[src/rtl/stall_ctrl_if.sv]
// Hazard / MDU stall control handshake bundle.
// master drives the pipeline-side inputs, slave is the stall controller.
interface stall_ctrl_if;
  logic       req;
  logic       start_e;
  logic       md_type_e;
  logic       md_use_d;
  logic [4:0] rs_d;
  logic [4:0] rt_d;
  logic [1:0] tuse_rs_d;
  logic [1:0] tuse_rt_d;
  logic       regwrite_e;
  logic [4:0] dst_e;
  logic [1:0] tnew_e;
  logic       regwrite_m;
  logic [4:0] dst_m;
  logic [1:0] tnew_m;
  logic       stall;
  logic       flush_all;
  logic       md_busy;
  logic [3:0] md_cnt;

  modport master (
    output req, start_e, md_type_e, md_use_d,
    output rs_d, rt_d, tuse_rs_d, tuse_rt_d,
    output regwrite_e, dst_e, tnew_e,
    output regwrite_m, dst_m, tnew_m,
    input  stall, flush_all, md_busy, md_cnt
  );

  modport slave (
    input  req, start_e, md_type_e, md_use_d,
    input  rs_d, rt_d, tuse_rs_d, tuse_rt_d,
    input  regwrite_e, dst_e, tnew_e,
    input  regwrite_m, dst_m, tnew_m,
    output stall, flush_all, md_busy, md_cnt
  );
endinterface

[src/rtl/stall_ctrl.sv]
// Pipeline stall/flush control with MDU busy counter.
// Optional: STALL_CTRL_REQ_FLUSH_EN enables req-driven flush.
module stall_ctrl (
  input  logic         clk,
  input  logic         reset,
  stall_ctrl_if.slave  sif
);
  typedef enum logic {IDLE, BUSY} state_t;

  state_t     state;
  logic [3:0] cnt;
  logic       busy;
  logic       kill;

  logic haz_rs_e, haz_rs_m;
  logic haz_rt_e, haz_rt_m;
  logic md_stall, raw_stall;

`ifdef STALL_CTRL_REQ_FLUSH_EN
  assign kill          = sif.req;
  assign sif.flush_all = sif.req & ~reset;
`else
  assign kill          = 1'b0;
  assign sif.flush_all = 1'b0;
`endif

  always_ff @(posedge clk) begin
    if (reset || kill) begin
      state <= IDLE;
      cnt   <= 4'd0;
      busy  <= 1'b0;
    end else begin
      unique case (state)
        IDLE: if (sif.start_e) begin
          state <= BUSY;
          cnt   <= sif.md_type_e ? 4'd10 : 4'd5;
          busy  <= 1'b1;
        end
        BUSY: if (cnt <= 4'd1) begin
          state <= IDLE;
          cnt   <= 4'd0;
          busy  <= 1'b0;
        end else begin
          cnt <= cnt - 4'd1;
        end
        default: begin
          state <= IDLE;
          cnt   <= 4'd0;
          busy  <= 1'b0;
        end
      endcase
    end
  end

  assign haz_rs_e = (sif.rs_d != 5'd0) & sif.regwrite_e
                  & (sif.dst_e == sif.rs_d)
                  & (sif.tuse_rs_d < sif.tnew_e);
  assign haz_rs_m = (sif.rs_d != 5'd0) & sif.regwrite_m
                  & (sif.dst_m == sif.rs_d)
                  & (sif.tuse_rs_d < sif.tnew_m);
  assign haz_rt_e = (sif.rt_d != 5'd0) & sif.regwrite_e
                  & (sif.dst_e == sif.rt_d)
                  & (sif.tuse_rt_d < sif.tnew_e);
  assign haz_rt_m = (sif.rt_d != 5'd0) & sif.regwrite_m
                  & (sif.dst_m == sif.rt_d)
                  & (sif.tuse_rt_d < sif.tnew_m);

  assign md_stall  = sif.md_use_d & (sif.start_e | busy);
  assign raw_stall = md_stall | haz_rs_e | haz_rs_m
                   | haz_rt_e | haz_rt_m;

  // A flush outranks any stall so the redirect is not held off.
  assign sif.stall   = raw_stall & ~kill;
  assign sif.md_busy = busy;
  assign sif.md_cnt  = cnt;
endmodule

[src/flat_wrapper.sv]
// flat-port wrapper written by rule: the top's interface ports become plain ports
module stall_ctrl_flat 
  (clk, reset, sif_req, sif_start_e, sif_md_type_e, sif_md_use_d, sif_rs_d, sif_rt_d, sif_tuse_rs_d, sif_tuse_rt_d, sif_regwrite_e, sif_dst_e, sif_tnew_e, sif_regwrite_m, sif_dst_m, sif_tnew_m, sif_stall, sif_flush_all, sif_md_busy, sif_md_cnt);
  stall_ctrl_if sif_i ();
  input  logic clk;
  input  logic reset;
  input wire logic [$bits(sif_i.req)-1:0] sif_req;
  input wire logic [$bits(sif_i.start_e)-1:0] sif_start_e;
  input wire logic [$bits(sif_i.md_type_e)-1:0] sif_md_type_e;
  input wire logic [$bits(sif_i.md_use_d)-1:0] sif_md_use_d;
  input wire logic [$bits(sif_i.rs_d)-1:0] sif_rs_d;
  input wire logic [$bits(sif_i.rt_d)-1:0] sif_rt_d;
  input wire logic [$bits(sif_i.tuse_rs_d)-1:0] sif_tuse_rs_d;
  input wire logic [$bits(sif_i.tuse_rt_d)-1:0] sif_tuse_rt_d;
  input wire logic [$bits(sif_i.regwrite_e)-1:0] sif_regwrite_e;
  input wire logic [$bits(sif_i.dst_e)-1:0] sif_dst_e;
  input wire logic [$bits(sif_i.tnew_e)-1:0] sif_tnew_e;
  input wire logic [$bits(sif_i.regwrite_m)-1:0] sif_regwrite_m;
  input wire logic [$bits(sif_i.dst_m)-1:0] sif_dst_m;
  input wire logic [$bits(sif_i.tnew_m)-1:0] sif_tnew_m;
  output wire logic [$bits(sif_i.stall)-1:0] sif_stall;
  output wire logic [$bits(sif_i.flush_all)-1:0] sif_flush_all;
  output wire logic [$bits(sif_i.md_busy)-1:0] sif_md_busy;
  output wire logic [$bits(sif_i.md_cnt)-1:0] sif_md_cnt;
  assign sif_i.req = sif_req;
  assign sif_i.start_e = sif_start_e;
  assign sif_i.md_type_e = sif_md_type_e;
  assign sif_i.md_use_d = sif_md_use_d;
  assign sif_i.rs_d = sif_rs_d;
  assign sif_i.rt_d = sif_rt_d;
  assign sif_i.tuse_rs_d = sif_tuse_rs_d;
  assign sif_i.tuse_rt_d = sif_tuse_rt_d;
  assign sif_i.regwrite_e = sif_regwrite_e;
  assign sif_i.dst_e = sif_dst_e;
  assign sif_i.tnew_e = sif_tnew_e;
  assign sif_i.regwrite_m = sif_regwrite_m;
  assign sif_i.dst_m = sif_dst_m;
  assign sif_i.tnew_m = sif_tnew_m;
  assign sif_stall = sif_i.stall;
  assign sif_flush_all = sif_i.flush_all;
  assign sif_md_busy = sif_i.md_busy;
  assign sif_md_cnt = sif_i.md_cnt;
  stall_ctrl u_core (.clk(clk), .reset(reset), .sif(sif_i));
endmodule
[config.mk]
export PLATFORM = sky130hd
export DESIGN_NAME = stall_ctrl_flat
export DESIGN_NICKNAME = d
export VERILOG_FILES = /design/src/rtl/stall_ctrl_if.sv /design/src/rtl/stall_ctrl.sv /design/src/flat_wrapper.sv
export SDC_FILE = /design/constraint.sdc
export NUM_CORES = 1
export LEC_CHECK = 0
export CAP_MARGIN = 10
export CORE_AREA = 8 8 53 55
export CTS_BUF_LIST = sky130_fd_sc_hd__clkbuf_4 sky130_fd_sc_hd__clkbuf_8
export CTS_CLUSTER_SIZE = 40
export DETAILED_ROUTE_END_ITERATION = 16
export DIE_AREA = 0 0 61 63
export PLACE_DENSITY = 0.78
export SLEW_MARGIN = 20
export SYNTH_ARGS = -nofsm -noshare
export SYNTH_HDL_FRONTEND = slang
export SYNTH_SLANG_ARGS = --single-unit
[constraint.sdc]
create_clock -name clk -period 1.8 [get_ports clk]
set_input_delay 0.36 -clock clk [delete_from_list [all_inputs] [get_ports clk]]
set_output_delay 0.36 -clock clk [all_outputs]
set_load 0.005 [all_outputs]
==> impl_metrics.prom <==
# TYPE chip_impl_metric gauge
chip_impl_info{name="outcome",value="finished, violations left"} 1
chip_impl_info{name="violations",value="setup timing"} 1
chip_impl_metric{name="power.share.clock",unit="%"} 21.9
chip_impl_metric{name="ys_seq_area_share",unit="%"} 16.9
chip_impl_metric{name="drive_above_1_share",unit="%"} 23.4
chip_impl_info{name="path_class",value="input pin to output port"} 1
chip_impl_metric{name="ios",unit=""} 43
chip_impl_metric{name="layout.nets",unit=""} 189
chip_impl_metric{name="row_count",unit=""} 17
chip_impl_metric{name="globalRouteOverflowTotal",unit=""} 0
chip_impl_metric{name="max_clock_freq",unit="MHz"} 533
chip_impl_info{name="synthMostInstantiatedCell",value="sky130_fd_sc_hd__xor2_1"} 1
chip_impl_metric{name="switching_share",unit="%"} 34.1
chip_impl_metric{name="tritoncts.num_buffers",unit=""} 3
chip_impl_metric{name="ff2ff_setup_slack",unit="ns"} 0.22
chip_impl_info{name="hp_start",value="u_core.sif.md_busy"} 1
chip_impl_info{name="cp_top_family",value="simple AND/OR/NAND/NOR gates"} 1
chip_impl_metric{name="maxSlewHeadroom",unit="%"} 65.3
chip_impl_metric{name="power_report.internal_total",unit="µW"} 390
chip_impl_info{name="dominantRegCellSynth",value="sky130_fd_sc_hd__dfxtp_1"} 1
chip_impl_info{name="hold-path-endpoint",value="u_core.sif.md_busy"} 1
chip_impl_metric{name="dieArea",unit="µm²"} 3840
chip_impl_info{name="tritoncts",value="done"} 1
chip_impl_metric{name="power.static_leakage",unit="µW"} 0.000551
chip_impl_metric{name="yosys.cell_types.count",unit=""} 24
chip_impl_metric{name="postSynth.asyncResetShare",unit="%"} 0
chip_impl_metric{name="synthesis.instances",unit=""} 92
chip_impl_metric{name="synth_largest_type_area_fraction",unit="%"} 16.9
chip_impl_metric{name="synth.yosys.warnings",unit=""} 0
chip_impl_metric{name="synth_area_per_cell",unit="µm²"} 7.74
chip_impl_metric{name="synth_enable_flop_cells",unit=""} 0
chip_impl_metric{name="synth-seq-cells",unit=""} 6
chip_impl_metric{name="post_cts_hold_buffer_count",unit=""} 0
chip_impl_metric{name="grt_pass1_vias",unit=""} 942
chip_impl_metric{name="die_h",unit="µm"} 63
chip_impl_metric{name="port_buffers",unit=""} 40
chip_impl_metric{name="final-hold-violation-count",unit=""} 0
chip_impl_metric{name="synth_nets",unit=""} 134
chip_impl_metric{name="gp_congestion",unit=""} 0.891
chip_impl_metric{name="cp.buffers_inverters",unit=""} 2
chip_impl_metric{name="floorplan.initialDensity",unit="%"} 34.5
chip_impl_metric{name="global_route.usage.total",unit="%"} 14.0
chip_impl_metric{name="final.period_utilization",unit="%"} 104
chip_impl_metric{name="numClockSinks",unit=""} 6
chip_impl_metric{name="power_density",unit="nW/µm²"} 458
chip_impl_metric{name="worst-endpoint-required",unit="ns"} 1.44
chip_impl_metric{name="worst-slew-pin-transition",unit="ns"} 0.516
chip_impl_metric{name="initial_antenna_violation_count",unit=""} 0
chip_impl_info{name="rsz0062_at_grt",value="true"} 1
chip_impl_metric{name="avgRoutedWirePerCell",unit="µm"} 15.3
chip_impl_metric{name="fin_worst_skew",unit="ns"} 0.00380
chip_impl_metric{name="hpwlAfterDp",unit="mm"} 2.17
chip_impl_metric{name="post_drt_via_cell_ratio",unit=""} 4.96
chip_impl_metric{name="max-clock-path-buffers",unit=""} 2
chip_impl_info{name="crit_path_top_delay_cell",value="sky130_fd_sc_hd__nor4_2"} 1
chip_impl_metric{name="postCtsSetupBuffers",unit=""} 0
chip_impl_metric{name="worstSkewPairLatency",unit="ns"} 0.25
chip_impl_info{name="timing.rr.start",value="u_core.sif.md_cnt[0]"} 1
chip_impl_info{name="synth.top_cells.by_area",value="sky130_fd_sc_hd__dfxtp_1 17%, sky130_fd_sc_hd__xor2_1 15%, sky130_fd_sc_hd__ha_1 11%"} 1
chip_impl_metric{name="pin_count_of_the_biggest_net_entering_global_routing",unit=""} 8
chip_impl_info{name="cp-startpoint",value="sif_dst_m[3]"} 1
chip_impl_info{name="worstSetupStartpointType",value="input pin"} 1
chip_impl_metric{name="worst_setup_hold_path_clk_slew",unit="ns"} 0.05
chip_impl_metric{name="vdd.ir_drop.worst",unit="V"} 0.000338
chip_impl_metric{name="dieWidth",unit="µm"} 61
chip_impl_metric{name="critical-path-max-stage-delay",unit="ns"} 0.29
chip_impl_metric{name="finalWirelength",unit="mm"} 2.65
chip_impl_metric{name="cap_violations",unit=""} 0
chip_impl_metric{name="sequentialPowerShare",unit="%"} 28.5
chip_impl_metric{name="r2r_cells",unit=""} 7
chip_impl_info{name="synth_top_cells_by_count",value="12 x sky130_fd_sc_hd__xor2_1, 11 x sky130_fd_sc_hd__nor2_1, 8 x sky130_fd_sc_hd__inv_1, 8 x sky130_fd_sc_hd__xnor2_1, 7 x sky130_fd_sc_hd__o21ai_0"} 1
chip_impl_metric{name="power.combinational.fraction",unit="%"} 49.5
chip_impl_info{name="ctsRootBufferMaster",value="sky130_fd_sc_hd__clkbuf_4"} 1
chip_impl_metric{name="hold-path-cell-count",unit=""} 1
chip_impl_metric{name="placement.setup.worst_slack",unit="ns"} -0.960
chip_impl_metric{name="crit_fanout",unit=""} 2
chip_impl_metric{name="drt_first_iter_violations",unit=""} 18
chip_impl_info{name="path_cells",value="clkdlybuf4s15_2 -> xor2_1 -> nor4_2 -> nand4_1 -> o2bb2ai_1 -> nand3_1 -> buf_2"} 1
chip_impl_metric{name="post-place-cells",unit=""} 170
chip_impl_info{name="hold_class",value="flip-flop to flip-flop"} 1
chip_impl_info{name="r2r_end",value="u_core.sif.md_cnt[3]"} 1
chip_impl_metric{name="core_region_area",unit="µm²"} 2060
chip_impl_metric{name="total_vias_in_the_final_route",unit=""} 858
chip_impl_metric{name="global_route_wire_length_before_repair",unit="mm"} 4.17
chip_impl_info{name="synth.largest_area_cell",value="sky130_fd_sc_hd__dfxtp_1"} 1
chip_impl_metric{name="drtAntennaViolNets",unit=""} 0
chip_impl_metric{name="drt-pass1-iter-count",unit=""} 4
chip_impl_metric{name="syn-cell-area",unit="µm²"} 712
chip_impl_metric{name="worstPathArrival",unit="ns"} 1.52
chip_impl_metric{name="timing.final.max_slew_violations",unit=""} 0
chip_impl_metric{name="growth_of_design_area_from_synthesis_to_finish",unit="%"} 81.4
chip_impl_metric{name="report.final.setup_viol",unit=""} 1
chip_impl_metric{name="h-tree-depth",unit=""} 1
chip_impl_info{name="critical_path.endpoint_type",value="output port"} 1
chip_impl_metric{name="stdcell_count",unit=""} 173
chip_impl_metric{name="final_critical_path_setup_slack",unit="ns"} -0.0777
chip_impl_metric{name="net-switching-power",unit="µW"} 202
chip_impl_metric{name="final_min_period",unit="ns"} 1.88
chip_impl_metric{name="drc",unit=""} 0
chip_impl_metric{name="num_antenna_cells",unit=""} 0
kinds of logic after synthesis:
kind of cell / after synthesis / synth area share [%]
DFF: 6 / 16.9
adders and majority gates: 6 / 10.5
other: 1 / 0.527
xor gates and xnor gates: 20 / 24.6
buffers and inverters: 9 / 5.27
AOI/OAI and AO/OA: 19 / 16.5
and+or+nand+nor: 31 / 25.7
power by group through the flow:
| stage | clock [µW] | combinational (µW) | sequential, µW |
|---|---|---|---|
| after global placement | 0 | 286 | 170 |
| after CTS | 136 | 293 | 169 |
| after floorplan | 0 | 122 | 169 |
| after detailed placement | 0 | 294 | 171 |
| final | 130 | 293 | 169 |
| after global routing | 141 | 320 | 172 |
cells in the final DEF (no fill, tap or decap), types with 6 or more instances in the layout:
cell                              synthesis  final
sky130_fd_sc_hd__xor2_1                  12     12
sky130_fd_sc_hd__dlygate4sd2_1            0      9
sky130_fd_sc_hd__xnor2_1                  8      8
sky130_fd_sc_hd__dfxtp_1                  6      6
sky130_fd_sc_hd__inv_1                    8      6
sky130_fd_sc_hd__buf_4                    1     11
sky130_fd_sc_hd__clkdlybuf4s15_1          0      6
sky130_fd_sc_hd__clkdlybuf4s15_2          0      6
sky130_fd_sc_hd__clkdlybuf4s50_1          0     14
sky130_fd_sc_hd__nor2_1                  11     11
final cells by class:
class | count | area [µm²]
Clock buffer | 3 | 22.5
Multi-Input combinational cell | 77 | 602
Timing Repair Buffer | 51 | 477
Tap cell | 28 | 35.0
Sequential cell | 6 | 120
Inverter | 8 | 35.0
Fill cell | 182 | 772
sequential cells by signal, summed over array words and instances (netlist names):
name                flops
u_core.sif.md_cnt       4
u_core.state            1
u_core.sif.md_busy      1
how the worst max path moves through the flow:
stage / depth (start not counted) / end
finish: 7 / sif_stall
global route: 7 / sif_stall
CTS: 9 / sif_stall
detailed placement: 9 / sif_stall
global placement: 9 / sif_stall
floorplan: 7 / sif_stall
per-stage QoR:
| step | hold slack, ns | util, % | total power [µW] | instance area [µm²] | TNS [ns] |
|---|---|---|---|---|---|
| floorplan | 0.432 | - | 290 | 712 | 0 |
| global route | 0.529 | 62.6 | 633 | 1290 | -0.185 |
| global placement | 0.471 | 59.2 | 455 | 1220 | -0.943 |
| detailed placement | 0.480 | 59.2 | 464 | 1220 | -0.960 |
| finish | 0.498 | 62.6 | 592 | 1290 | -0.0777 |
| CTS | 0.490 | 62.6 | 597 | 1290 | -0.0623 |
worst reg2reg max path: cells and delay by family (launching register included):
kind | cells | cell delay (ns)
DFF | 1 | 0.34
AOI/OAI and AO/OA | 3 | 0.72
buffers and inverters | 1 | 0.09
adders and majority gates | 1 | 0.19
and+or+nand+nor | 2 | 0.13
metal layers:
layer  vias up  routed length (µm)  track usage [%]
met4         0                  70             6.12
met1       383                 957             12.9
met5         -                   0                0
met2        40                1330             25.4
met3         6                 291             5.76
li1        429                   -                -
what timing repair did:
item                                   4_1_cts  5_1_grt
endpoints found under the hold margin        0        0
gates resized for setup                     79        0
pin swaps                                   17        0
setup endpoints to repair                    1        1
Power figures use the tool's default switching activity.
